[src/rtl/coil_pattern_player.sv]
`timescale 1ns/1ps
`default_nettype none
// ============================================================================
// Module   : coil_pattern_player
// Purpose  : Reads 32-bit pattern words from an Avalon-MM FIFO read slave
//            (zero read latency, waitrequest flow control) and drives each
//            word onto the coil outputs for DUR+1 clocks. One word is
//            prefetched so that consecutive words play with no gap cycles.
//            Word format: [31] LAST, [30:16] DUR, [COIL_W-1:0] coil bits.
// Ports    : pd_clk_clk        - clock
//            pd_reset_reset_n  - asynchronous active-low reset
//            enable            - level, 1 = play, 0 = stop / return to idle
//            clear_status      - pulse, clears underrun and words_played
//            fifo_read         - Avalon read request
//            fifo_readdata     - read data, valid in the accept cycle
//            fifo_waitrequest  - slave stall (also high while FIFO empty)
//            coil_out          - registered coil drive
//            coil_strobe       - pulse when a new word is applied
//            busy              - high in PRIME/PLAY/STARVED/DRAIN
//            done_pulse        - pulse when a LAST word completes
//            underrun          - sticky: next word missing when needed
//            words_played      - count of applied words (wrapping)
// Revision : 1.0 - initial release
// ============================================================================
module coil_pattern_player #(
    parameter int                COIL_W       = 16,
    parameter logic [COIL_W-1:0] IDLE_PATTERN = '0,
    parameter int                CNT_W        = 16
) (
    input  logic              pd_clk_clk,
    input  logic              pd_reset_reset_n,
    input  logic              enable,
    input  logic              clear_status,
    output logic              fifo_read,
    input  logic [31:0]       fifo_readdata,
    input  logic              fifo_waitrequest,
    output logic [COIL_W-1:0] coil_out,
    output logic              coil_strobe,
    output logic              busy,
    output logic              done_pulse,
    output logic              underrun,
    output logic [CNT_W-1:0]  words_played
);

    // Stored word: {LAST, DUR[14:0], coil bits}; bits [15:COIL_W] are dropped.
    localparam int WW = 16 + COIL_W;

    typedef enum logic [2:0] {
        S_IDLE    = 3'd0,
        S_PRIME   = 3'd1,
        S_PLAY    = 3'd2,
        S_STARVED = 3'd3,
        S_DONE    = 3'd4,
        S_DRAIN   = 3'd5
    } state_t;

    state_t            state_q;
    logic [14:0]       cnt_q;
    logic              last_q;
    logic [WW-1:0]     buf_q;
    logic              buf_valid_q;
    logic [COIL_W-1:0] coil_q;
    logic              strobe_q;
    logic              done_q;
    logic              underrun_q;
    logic [CNT_W-1:0]  words_q;

    logic              accept;
    logic [WW-1:0]     word_src;
    logic [CNT_W-1:0]  words_d;
    logic              unused_rd_bits;

    assign unused_rd_bits = ^fifo_readdata[15:0];

    // The read request must react in the same cycle the buffer drains, so it
    // is decoded from registered state rather than registered itself.
    always_comb begin
        fifo_read = 1'b0;
        case (state_q)
            S_PRIME, S_STARVED, S_DRAIN: fifo_read = 1'b1;
            S_PLAY:                      fifo_read = !buf_valid_q && !last_q;
            default:                     fifo_read = 1'b0;
        endcase
    end

    assign accept = fifo_read && !fifo_waitrequest;

    // The buffer is only ever full in PLAY, so outside PLAY this always
    // selects the live read data (bypass path).
    assign word_src = buf_valid_q ? buf_q
                                  : {fifo_readdata[31:16], fifo_readdata[COIL_W-1:0]};

    // Clear takes effect first so a simultaneous increment yields 1.
    assign words_d = (clear_status ? {CNT_W{1'b0}} : words_q) + CNT_W'(1);

    assign busy = (state_q == S_PRIME) || (state_q == S_PLAY) ||
                  (state_q == S_STARVED) || (state_q == S_DRAIN);

    always_ff @(posedge pd_clk_clk or negedge pd_reset_reset_n) begin
        if (!pd_reset_reset_n) begin
            state_q     <= S_IDLE;
            cnt_q       <= '0;
            last_q      <= 1'b0;
            buf_q       <= '0;
            buf_valid_q <= 1'b0;
            coil_q      <= IDLE_PATTERN;
            strobe_q    <= 1'b0;
            done_q      <= 1'b0;
            underrun_q  <= 1'b0;
            words_q     <= '0;
        end else begin
            strobe_q <= 1'b0;
            done_q   <= 1'b0;
            if (clear_status) begin
                underrun_q <= 1'b0;
                words_q    <= '0;
            end
            if (cnt_q != 15'd0) begin
                cnt_q <= cnt_q - 15'd1;
            end

            case (state_q)
                S_IDLE: begin
                    if (enable) begin
                        state_q <= S_PRIME;
                    end
                end

                S_PRIME, S_STARVED: begin
                    if (!enable) begin
                        coil_q      <= IDLE_PATTERN;
                        buf_valid_q <= 1'b0;
                        // Read is always pending here; a stalled one must be
                        // completed before leaving.
                        state_q     <= fifo_waitrequest ? S_DRAIN : S_IDLE;
                    end else if (accept) begin
                        coil_q   <= word_src[COIL_W-1:0];
                        cnt_q    <= word_src[COIL_W +: 15];
                        last_q   <= word_src[WW-1];
                        strobe_q <= 1'b1;
                        words_q  <= words_d;
                        state_q  <= S_PLAY;
                    end
                end

                S_PLAY: begin
                    if (!enable) begin
                        coil_q      <= IDLE_PATTERN;
                        buf_valid_q <= 1'b0;
                        state_q     <= (fifo_read && fifo_waitrequest) ? S_DRAIN : S_IDLE;
                    end else begin
                        if (accept && (cnt_q != 15'd0)) begin
                            buf_q       <= {fifo_readdata[31:16], fifo_readdata[COIL_W-1:0]};
                            buf_valid_q <= 1'b1;
                        end
                        if (cnt_q == 15'd0) begin
                            if (last_q) begin
                                coil_q  <= IDLE_PATTERN;
                                done_q  <= 1'b1;
                                state_q <= S_DONE;
                            end else if (buf_valid_q || accept) begin
                                coil_q      <= word_src[COIL_W-1:0];
                                cnt_q       <= word_src[COIL_W +: 15];
                                last_q      <= word_src[WW-1];
                                strobe_q    <= 1'b1;
                                words_q     <= words_d;
                                buf_valid_q <= 1'b0;
                            end else begin
                                coil_q     <= IDLE_PATTERN;
                                underrun_q <= 1'b1;
                                state_q    <= S_STARVED;
                            end
                        end
                    end
                end

                S_DONE: begin
                    if (!enable) begin
                        state_q <= S_IDLE;
                    end
                end

                S_DRAIN: begin
                    if (accept) begin
                        state_q <= S_IDLE;
                    end
                end

                default: begin
                    state_q <= S_IDLE;
                end
            endcase
        end
    end

    assign coil_out     = coil_q;
    assign coil_strobe  = strobe_q;
    assign done_pulse   = done_q;
    assign underrun     = underrun_q;
    assign words_played = words_q;

endmodule
`default_nettype wire

[config.mk]
export PLATFORM = sky130hd
export DESIGN_NAME = coil_pattern_player
export DESIGN_NICKNAME = d
export VERILOG_FILES = /design/src/rtl/coil_pattern_player.sv
export SDC_FILE = /design/constraint.sdc
export NUM_CORES = 1
export LEC_CHECK = 0
export ABC_AREA = 1
export CORE_MARGIN = 8
export CORE_UTILIZATION = 40
export CTS_BUF_LIST = sky130_fd_sc_hd__clkbuf_8 sky130_fd_sc_hd__clkbuf_16
export CTS_CLUSTER_DIAMETER = 80
export DETAILED_ROUTE_END_ITERATION = 16
export PLACE_DENSITY = 0.64
export SLEW_MARGIN = 0
export SYNTH_ARGS = -nofsm -noshare
export SYNTH_HDL_FRONTEND = slang
export SYNTH_SLANG_ARGS = --single-unit
[constraint.sdc]
create_clock -name pd_clk_clk -period 3.4 [get_ports pd_clk_clk]
set_clock_uncertainty 0.1 [all_clocks]
set_input_delay 0.51 -clock pd_clk_clk [delete_from_list [all_inputs] [get_ports pd_clk_clk]]
set_output_delay 0.51 -clock pd_clk_clk [all_outputs]
set_load 0.02 [all_outputs]
# Yosys cells after proc, flatten, opt, wreduce, memory -nomap -nowiden

Cells that the tools add are included.

Flip-flop bits (word level): 87
Input bits: 37
Output and inout bits: 37
Logic and storage cells: 118

Add/sub/neg operators: 2
Eq/ne operators: 16
Muxes and demuxes: 68
Reduce and logical (&&, ||, !) cells: 22

Operators with widths:

| operator                                           | count |
|---|---|
| two-way mux 16 bit                                 | 13 |
| two-way mux 15 bit                                 | 7 |
| case mux 16 bit (2 select lines)                   | 2 |
| two-way mux 3 bit                                  | 11 |
| two-way mux 32 bit                                 | 1 |
| case mux 15 bit (2 select lines)                   | 1 |
| two-way mux 1 bit                                  | 28 |
| adder 16 x 1 -> 16 bit, second input constant      | 1 |
| zero test 15 bit                                   | 1 |
| case mux 3 bit (5 select lines)                    | 1 |
| nonzero test 15 bit                                | 1 |
| subtractor 15 x 1 -> 15 bit, second input constant | 1 |
| != test 2 bit, second input constant               | 7 |
| case mux 1 bit (2 select lines)                    | 4 |
| == test 3 x 2 -> 1 bit, second input constant      | 2 |
| == test 3 bit, second input constant               | 2 |
| AND reduction 3 bit                                | 2 |
| AND reduction 6 bit                                | 1 |
| AND reduction 5 bit                                | 1 |
| logical AND 1 bit                                  | 4 |
| logical OR 1 bit                                   | 4 |
| != test 4 bit, second input constant               | 1 |
| == test 3 x 1 -> 1 bit, second input constant      | 1 |
| zero test 1 bit                                    | 3 |
| 8 further kinds                                    | 8 |

# Depth between registers and ports, before layout

Gate-level depths: netlist (run 1).

Word-level depth: 11
Depth in mapped cells: 15

# Least setup slack after synthesis (run 1)

No wires, ideal clock.

Path type: input -> register
From: input clear_status
To: register words_q[6] (netlist: words_played[6])
Arrival time: 2.026 ns
Data required time: 3.169 ns
Path slack: 1.143 ns
Stages on the path: 13
Path buffers: 2
Path through: buf_2 -> inv_2 -> buf_6 -> nand2_1 -> inv_1 -> ha_1 -> nand2_1 -> nor2_1 -> nand2_1 -> nor2_1 -> nand4_1 -> nand3_1 -> o211ai_1

Cells in the longest elaborated chain, start to end: 7
Elaborated cells on any way between the ends: 9
Classes of those cells: 1 x add/sub; 8 x mux

Ends and longest elaborated chain:

| item                                 | line    | text |
|---|---|---|
| from (decl)                          | 33      | `input logic clear_status,` |
| two-way mux 16 bit (*)               | 94, 114 |  |
| adder 16 x 1 -> 16 bit               | 94      | `assign words_d = (clear_status ? {CNT_W{1'b0}} : words_q) + CNT_W'(1);` |
| two-way mux 16 bit                   | 161     | `end else if (buf_valid_q \|\| accept) begin` |
| two-way mux 16 bit                   | 157     | `if (last_q) begin` |
| two-way mux 16 bit                   | 156     | `if (cnt_q == 15'd0) begin` |
| two-way mux 16 bit                   | 147     | `if (!enable) begin` |
| case mux 16 bit (2 select lines) (*) | 122     | `case (state_q)` |
| to (signal assigned)                 | 141     | `words_q <= words_d;` |
| to (signal assigned)                 | 166     | `words_q <= words_d;` |
| to (decl)                            | 66      | `logic [CNT_W-1:0] words_q;` |

Every way passes the cells marked *; elsewhere a longest branch is shown, timed or not.
A chain may end at the register's enable or synchronous reset.

# Final worst setup path (run 1)

Ends and elaborated chain as after synthesis.

==> results of run 1 <==
[stage by stage]
| step | worst slack (ps) | cell area (um2) | util | hold WS [ps] | total power, mW |
|---|---|---|---|---|---|
| floorplan | 1140 | 5320 | - | 114 | 3.24 |
| global placement | 495 | 6150 | 0.470 | 372 | 3.80 |
| detailed placement | 419 | 6150 | 0.470 | 378 | 3.86 |
| CTS | 780 | 6460 | 0.493 | 28.9 | 4.91 |
| global route | 579 | 6460 | 0.493 | 44.6 | 5.23 |
| finish | 748 | 6460 | 0.493 | 8.28 | 4.87 |
[layout by cell type, fill, tap and decap left out, types with 2 or more instances in the layout]
cell type,count
o211ai_1,5
nor2_2,8
nand4_1,29
nor2_4,10
o21ai_0,72
o21ai_1,24
clkbuf_16,9
inv_2,7
o31ai_1,2
nor2_1,69
nand2_2,4
nor3_1,9
xor2_1,9
ha_1,3
buf_4,8
nand2_4,6
nand3_1,43
nand2_1,188
clkinv_4,2
dfrtp_1,87
nand3b_1,2
xnor2_1,7
a21oi_1,13
inv_1,77
clkdlybuf4s50_1,72
o21ai_2,10
[registers in the layout, indices dropped and copies added (netlist names)]
signal / flops
state_q: 3
words_played: 16
underrun: 1
done_pulse: 1
last_q: 1
cnt_q: 15
buf_valid_q: 1
buf_q: 32
coil_strobe: 1
coil_out: 16
[cells by family (layout without fill, tap and decap cells)]
kind of cell | Yosys count | after routing | share of synthesized area
AO/OA/AOI/OAI | 131 | 131 | 0.138
XOR/XNOR | 17 | 17 | 0.0294
adder cells (fa/ha/maj) | 3 | 3 | 0.00706
buffers and inverters | 112 | 180 | 0.0902
flip-flops | 87 | 87 | 0.410
AND/OR/NAND/NOR | 372 | 372 | 0.326
[final timing paths]
| path | end | slack, ps | start |
|---|---|---|---|
| setup / recovery | words_played[6] | 750 | clear_status |
| hold / removal | words_played[15] | 8 | pd_reset_reset_n |
| setup reg to reg | cnt_q[7] | 950 | cnt_q[0] |
| hold reg to reg | buf_q[10] | 390 | buf_q[10] |
| max in group asynchronous | coil_out[0] | 2400 | pd_reset_reset_n |
| min in group pd_clk_clk | buf_q[10] | 390 | buf_q[10] |
[layout make-up]
cell class              count  share of cell area
flip-flops and latches     87               0.337
inverters                  84              0.0488
multi-input cells         523               0.412
repair buffers             80               0.121
well taps                 176              0.0341
clock buffers               9              0.0349
clock inverters             7              0.0124
[report_power, final]
part	total [mW]	switching (mW)	leakage [nW]	internal (mW)
registers	1.69	0.258	1.10	1.43
clock network	1.03	0.454	0.148	0.579
logic	2.15	1.38	1.64	0.770
total	4.87	2.09	2.89	2.78
[per-layer routing]
layer,GRT usage,share of wire,vias to the layer above
met2,0.258,0.46,127
met5,0,0.00064,-
met4,0.0893,0.026,2
met1,0.211,0.47,2267
li1,-,-,2468
met3,0.0328,0.045,27
[critical path, stage by stage]
cell and delay [ps]:
clkdlybuf4s50_1 590, nor2_1 310, ha_1 250, nand2_1 70
nor2_1 360, nand2_1 130, nor2_1 250, nand4_1 130
nand3_1 100, o211ai_1 80
==> flow_summary.json, run 1 <==
{
  "status": "completed",
  "power_density_nw_per_um2": 754,
  "cts_root_buffer": "clkbuf_16",
  "clock_path_buffers": 2,
  "cp_data_arrival_time_ps": 2780,
  "cts_setup_buffers": 0,
  "wl_per_cell_um": 14.6,
  "multi_input_area_um2": 2660,
  "ys.warnings.count": 0,
  "hold_buffers": 0,
  "synth_edf_count": 0,
  "cap_violations": 0,
  "placedCellCount": 950,
  "hpwl_um": 10300,
  "fmax_mhz": 377,
  "die_w_um": 131,
  "htreeDepth": 3,
  "numClockSinks": 87,
  "ys_ff_latch": 87,
  "setup_viol": 0,
  "critPathLaunchType": "input port",
  "crit_required_ps": 3530,
  "syn_to_final_growth_pct": 21.5,
  "max_slew_margin": 0.620,
  "cts_tree": "done",
  "synthArstFlopShare": 1.00,
  "final_cells": 966,
  "grt-ovfl-total": 0,
  "wirelength_um": 14100,
  "fin_setup_tns_ps": 0,
  "cp-end-kind": "register",
  "drive_gt1_frac": 0.0937,
  "p_leak_nw": 2.89,
  "synth.distinct_cells": 37,
  "synth_common_cells": "188 x nand2_1, 87 x dfrtp_1, 77 x inv_1, 72 x o21ai_0, 69 x nor2_1",
  "grt_pass1_wl_um": 23600,
  "initial_core_util": 0.406,
  "numCtsBuffers": 9,
  "track_usage": 0.165,
  "grt_pass1_vias": 4929,
  "place_congestion": 0.857,
  "nets": 825,
  "synth_top_area_cell": "dfrtp_1",
  "synth-seq-area-share": 0.410,
  "drt_iter0_markers": 438,
  "ys.flop_type": "dfrtp_1",
  "yosysMostFrequentCell": "nand2_1",
  "register_area_um2": 2180,
  "vdd_drop_max_v": 0.000293,
  "syn_area_per_cell_um2": 7.36,
  "drc_errors": 0,
  "hold_viol": 0,
  "dr.pass1.iters": 5,
  "syn-cell-area_um2": 5320,
  "synth_nets": 762,
  "antenna_found_initial": 1,
  "ff2ff_path_depth": 11,
  "report.final.slew_viol_count": 0,
  "ctsResizeCount": 0,
  "crit_type": "input port to register",
  "ant_nets": 0,
  "syn_inst": 722,
  "period_share": 0.780,
  "vias": 4891,
  "fin_crit_ps": 2650,
  "num_io_pins": 74,
  "vias_per_cell": 5.06,
  "clock_latency_ps": 350,
  "port_buffers": 73,
  "dieArea_um2": 17200,
  "rsz0062_at_grt": "no",
  "fillers": 1278,
  "diodes": 0,
  "die_y_um": 131,
  "grt_start_max_net_pins": 63,
  "yosys.area.top_type_share": 0.410,
  "core-area_um2": 13100,
  "tightest_slew_ps": 568,
  "min_path_type": "input port to async pin",
  "placement_rows": 42,
  "ys_top_cells_by_area": "dfrtp_1 41%, nand2_1 13%, o21ai_0 6.8%, inv_1 5.4%, nor2_1 4.9%",
  "clk_pin_slew_worst_paths_ps": 70,
  "cp_max_fo": 9
}
(Power assumes the default switching activity.)
==> run 2: changes to the inputs <==
--- a/config.mk
+++ b/config.mk
@@ -11,7 +11,7 @@
 export CTS_BUF_LIST = sky130_fd_sc_hd__clkbuf_8 sky130_fd_sc_hd__clkbuf_16
 export CTS_CLUSTER_DIAMETER = 80
 export DETAILED_ROUTE_END_ITERATION = 16
-export PLACE_DENSITY = 0.64
+export PLACE_DENSITY = 0.67
 export SLEW_MARGIN = 0
 export SYNTH_ARGS = -nofsm -noshare
 export SYNTH_HDL_FRONTEND = slang
==> constraint.sdc (replaced) <==
create_clock -name pd_clk_clk -period 2.3 [get_ports pd_clk_clk]
set_clock_uncertainty 0.1 [all_clocks]
set_input_delay 0.345 -clock pd_clk_clk [delete_from_list [all_inputs] [get_ports pd_clk_clk]]
set_output_delay 0.345 -clock pd_clk_clk [all_outputs]
set_load 0.02 [all_outputs]
==> run 2 against run 1 <==
- wire length decreased by 3.3%
- critical endpoint unchanged
- non-clock buffer count increased by 37
- first-iteration DRC count shrank 33%
- flip-flop and latch count stayed put
- sequential power up 47%
- via count rose by 0.16%
- clock power grew 37%
- combinational power rose by 58%
- final area grew 4.7%
==> flow_summary.json, run 2 (synthesized netlist as in run 1, its figures left out) <==
{
  "cts_tree": "done",
  "cts_setup_buffers": 0,
  "ant_nets": 0,
  "drc_errors": 0,
  "die_y_um": 131,
  "port_buffers": 73,
  "vias": 4899,
  "drive_gt1_frac": 0.134,
  "grt_start_max_net_pins": 62,
  "p_total_mw": 7.30,
  "placed_cell_area_um2": 6460,
  "grt-ovfl-total": 0,
  "grt_pass1_vias": 4739,
  "initial_core_util": 0.406,
  "largest-register": "buf_q",
  "p_leak_nw": 3.08,
  "fillers": 1259,
  "wl_per_cell_um": 13.6,
  "p_sw_mw": 3.08,
  "fmax_mhz": 484,
  "clock_power_share": 0.193,
  "cp_data_arrival_time_ps": 2190,
  "hpwl_um": 10300,
  "numCtsBuffers": 9,
  "numClockSinks": 87,
  "tightest_slew_ps": 531,
  "cp_max_fo": 5,
  "cp-end-kind": "register",
  "wirelength_um": 13600,
  "clock_latency_ps": 350,
  "crit_type": "input port to register",
  "core-area_um2": 13100,
  "report.final.slew_viol_count": 0,
  "die_w_um": 131,
  "track_usage": 0.162,
  "largest_reg_flops": 32,
  "layout_commonest_cell": "nand2_1",
  "clk_pin_slew_worst_paths_ps": 70,
  "nets": 862,
  "clock_path_buffers": 2,
  "critPathLaunchType": "input port",
  "syn_to_final_growth_pct": 27.2,
  "cts_root_buffer": "clkbuf_16",
  "placedCellCount": 986,
  "grt_pass1_wl_um": 23200,
  "placement_rows": 42,
  "htreeDepth": 3,
  "pwr-share-seq": 0.341,
  "reg2reg_from": "cnt_q[1]",
  "finalInstanceArea_um2": 6760,
  "status": "completed",
  "setup_viol": 0,
  "p_int_mw": 4.22,
  "crit_required_ps": 2430,
  "r2r_end": "words_played[0]",
  "dp_worst_setup_slack_ps": -136,
  "dieArea_um2": 17200,
  "layout_common_cells": "187 x nand2_1, 87 x dfrtp_1, 77 x inv_1, 72 x o21ai_0, 70 x clkdlybuf4s50_1",
  "rsz0062_at_grt": "no",
  "setup_ws_ps": 232,
  "swShare": 0.422,
  "place_congestion": 0.851,
  "diodes": 0,
  "fin_crit_ps": 2070,
  "hold_viol": 0,
  "min_path_type": "input port to async pin",
  "antenna_found_initial": 0,
  "period_share": 0.899,
  "power_density_nw_per_um2": 1080,
  "rrSetupSlack_ps": 240,
  "max_slew_margin": 0.646,
  "cap_violations": 0,
  "num_io_pins": 74,
  "fin_setup_tns_ps": 0,
  "vdd_drop_max_v": 0.000518,
  "final_cells": 1003,
  "comb_power_share": 0.466,
  "ff2ff_path_depth": 10,
  "drt_iter0_markers": 294,
  "dr.pass1.iters": 5,
  "vias_per_cell": 4.88
}
-- run 2: cell count changes in the layout (fill, tap and decap cells not counted), moves of 2 or more --
| cell | change |
|---|---|
| buf_4 | +33 |
| clkdlybuf4s50_1 | -2 |
| buf_12 | +3 |
| dlygate4sd2_1 | +2 |
| clkinv_4 | -2 |
-- run 2: area by class of cell --
cell class	instances	area [um2]	area share
timing repair buffer	117	1100	0.162
inverter	84	315	0.0466
tap	176	220	0.0326
clock inverter	6	42.5	0.00629
sequential	87	2180	0.322
multi-input combinational	523	2670	0.395
clock buffer	10	239	0.0353
-- run 2: worst max-delay path: stages --
cell and delay (ps):
clkdlybuf4s50_1 490, nor2_1 180, ha_1 200, nand2_1 60, nor2_1 250, nand2_1 140, nor2_1 220, nand4_1 120
nand3_1 100, o211ai_1 80
-- run 2: power groups by stage --
stage               combinational [mW]  sequential [mW]  clock [mW]
detailed placement                3.42             2.51           0
floorplan                         2.19             2.60           0
global route                      3.79             2.57        1.51
CTS                               3.41             2.49        1.45
global placement                  3.38             2.50           0
finish                            3.40             2.49        1.41
-- run 2: how the worst max path moves through the flow --
stage / start / to / slack, ps / cells after the start
6_report: clear_status / words_played[6] / 230 / 10
5_1_grt: clear_status / words_played[9] / 40 / 12
4_1_cts: cnt_q[1] / cnt_q[10] / 160 / 11
3_5_place_dp: clear_status / words_played[9] / -140 / 12
3_3_place_gp: clear_status / words_played[11] / -110 / 12
2_1_floorplan: clear_status / words_played[6] / 210 / 13
-- run 2: what timing repair did --
item,in CTS,in global routing
hold endpoints to repair,16,0
resized for setup,2,3
setup endpoints to repair,2,8
gates cloned,0,0
hold buffers,1,0
pin swaps,0,0
-- run 2: metrics by stage --
stage / util / hold slack, ps
2_1_floorplan: - / -50.6
3_3_place_gp: 0.494 / 133
3_5_place_dp: 0.494 / 133
4_1_cts: 0.516 / 291
5_1_grt: 0.517 / 314
6_report: 0.517 / 303
-- run 2: routing by layer --
| layer | wire, um | global-route usage | vias to the layer above | part of all wire |
|---|---|---|---|---|
| met1 | 6540 | 0.211 | 2226 | 0.48 |
| met2 | 6140 | 0.254 | 106 | 0.45 |
| met4 | 242 | 0.0638 | 0 | 0.018 |
| met5 | 0 | 0 | - | 0 |
| met3 | 693 | 0.0377 | 16 | 0.051 |
| li1 | - | - | 2551 | - |
==> run 3: changes to the inputs <==
--- a/config.mk
+++ b/config.mk
@@ -11,7 +11,6 @@
 export CTS_BUF_LIST = sky130_fd_sc_hd__clkbuf_8 sky130_fd_sc_hd__clkbuf_16
 export CTS_CLUSTER_DIAMETER = 80
 export DETAILED_ROUTE_END_ITERATION = 16
-export PLACE_DENSITY = 0.67
 export SLEW_MARGIN = 0
 export SYNTH_ARGS = -nofsm -noshare
 export SYNTH_HDL_FRONTEND = slang
==> run 3 against run 2 <==
- largest cell class unchanged
- utilization down 0.33 points
- combinational power is 3% lower
- critical path depth decreased by 6
- final cell count fell by 0.70%
- global-route usage is 1.2 points higher
- power is essentially flat
- final area shrank 0.65%
- via count up 3.3%
==> flow_summary.json, run 3 (synthesized netlist as in run 1, its figures left out) <==
{
  "status": "completed",
  "fmax_mhz": 482,
  "cts_root_buffer": "clkbuf_16",
  "die_y_um": 131,
  "wl_per_cell_um": 14.5,
  "drive_gt1_frac": 0.123,
  "grt_pass1_wl_um": 24700,
  "grt-ovfl-total": 0,
  "grt_start_max_net_pins": 63,
  "track_usage": 0.173,
  "port_buffers": 73,
  "power_density_nw_per_um2": 1090,
  "clock_latency_ps": 340,
  "critPathLaunchType": "register",
  "largest-register": "buf_q",
  "finalInstanceArea_um2": 6720,
  "grt_pass1_vias": 5015,
  "drc_errors": 0,
  "initial_core_util": 0.406,
  "path_cells": "nor2_4 -> nand2_2 -> nand2_1 -> dlygate4sd2_1",
  "die_w_um": 131,
  "place_congestion": 0.928,
  "vias_per_cell": 5.08,
  "num_io_pins": 74,
  "rsz0062_at_grt": "no",
  "placed_cell_area_um2": 6410,
  "fin_crit_ps": 2080,
  "min_path_type": "input port to async pin",
  "hpwl_um": 10800,
  "period_share": 0.903,
  "diodes": 0,
  "cp_max_fo": 10,
  "crit_path_max_incr_delay_ps": 470,
  "fin_setup_tns_ps": 0,
  "layout_commonest_cell": "nand2_1",
  "syn_to_final_growth_pct": 26.4,
  "placement_rows": 42,
  "vdd_drop_max_v": 0.000458,
  "clock_path_buffers": 2,
  "cts_setup_buffers": 0,
  "numCtsBuffers": 9,
  "crit_type": "register to output pin",
  "layout_common_cells": "188 x nand2_1, 87 x dfrtp_1, 79 x inv_1, 72 x o21ai_0, 70 x clkdlybuf4s50_1",
  "core-area_um2": 13100,
  "hold_viol": 0,
  "wirelength_um": 14400,
  "setup_viol": 0,
  "nets": 855,
  "dieArea_um2": 17200,
  "vias": 5059,
  "crit_family": "simple AND/OR/NAND/NOR gates",
  "tightest_slew_ps": 533,
  "max_slew_margin": 0.644,
  "crit_buf_inv": 1,
  "cts_tree": "done",
  "numClockSinks": 87,
  "crit_required_ps": 1860,
  "final_cells": 996,
  "placedCellCount": 979,
  "cpMaxStageDelayCell": "dfrtp_1",
  "ant_nets": 0,
  "cap_violations": 0,
  "clk_pin_slew_worst_paths_ps": 60,
  "cp-end-kind": "output pin",
  "dr.pass1.iters": 5,
  "dp_worst_setup_slack_ps": -50.1,
  "cp_data_arrival_time_ps": 1630,
  "setup_ws_ps": 224,
  "p_leak_nw": 3.07,
  "htreeDepth": 3,
  "antenna_found_initial": 0,
  "report.final.slew_viol_count": 0,
  "drt_iter0_markers": 387,
  "largest_reg_flops": 32
}
[run 3: cell types whose count changed in the layout (fill, tap and decap cells not counted)]
| cell | change |
|---|---|
| buf_4 | -8 |
| buf_6 | +1 |
| bufinv_16 | +1 |
| clkinv_2 | -1 |
| clkinvlp_4 | -2 |
| inv_1 | +2 |
| nand2_1 | +1 |
| nand2_4 | -1 |
| nor2_2 | +1 |
| nor2_4 | -1 |
[run 3: final timing paths]
kind / startpoint / to / slack (ps) / cells after the start
min in group pd_clk_clk: buf_q[11] / buf_q[11] / 390 / 2
hold / removal: pd_reset_reset_n / words_played[0] / 360 / 2
setup / recovery: state_q[2] / busy / 220 / 4
hold reg to reg: buf_q[11] / buf_q[11] / 390 / 2
max in group asynchronous: pd_reset_reset_n / cnt_q[3] / 1110 / 3
setup reg to reg: state_q[2] / coil_out[2] / 290 / 9
[run 3: per-stage QoR]
step / util / hold WS, ps / total power, mW
CTS: 0.513 / 367 / 7.36
floorplan: - / -50.6 / 4.78
global placement: 0.490 / 194 / 5.78
finish: 0.513 / 360 / 7.30
global route: 0.513 / 395 / 7.89
detailed placement: 0.490 / 199 / 5.85
[run 3: where the power goes]
| part | leakage (nW) | internal (mW) | switching [mW] |
|---|---|---|---|
| combinational | 1.81 | 1.25 | 2.05 |
| sequential | 1.10 | 2.11 | 0.391 |
| clock | 0.156 | 0.870 | 0.623 |
[run 3: cell type report]
type | instances | area (um2)
fill | 1273 | 6370
multi-input combinational | 523 | 2660
inverter | 84 | 315
clock inverter | 6 | 60.1
timing repair buffer | 110 | 1050
tap | 176 | 220
clock buffer | 10 | 239
sequential | 87 | 2180
[run 3: repair_timing]
item	4_1_cts	5_1_grt
endpoints found under the hold margin	24	0
cloned	0	0
pin swaps	0	0
resized for setup	2	1
hold buffers	1	0
setup endpoints to repair	2	20
[run 3: routing by layer]
layer / GRT usage / up-vias / routed length, um
li1: - / 2530 / -
met1: 0.223 / 2368 / 6690
met2: 0.276 / 135 / 6740
met3: 0.0313 / 26 / 634
met4: 0.0823 / 0 / 372
met5: 0 / - / 0
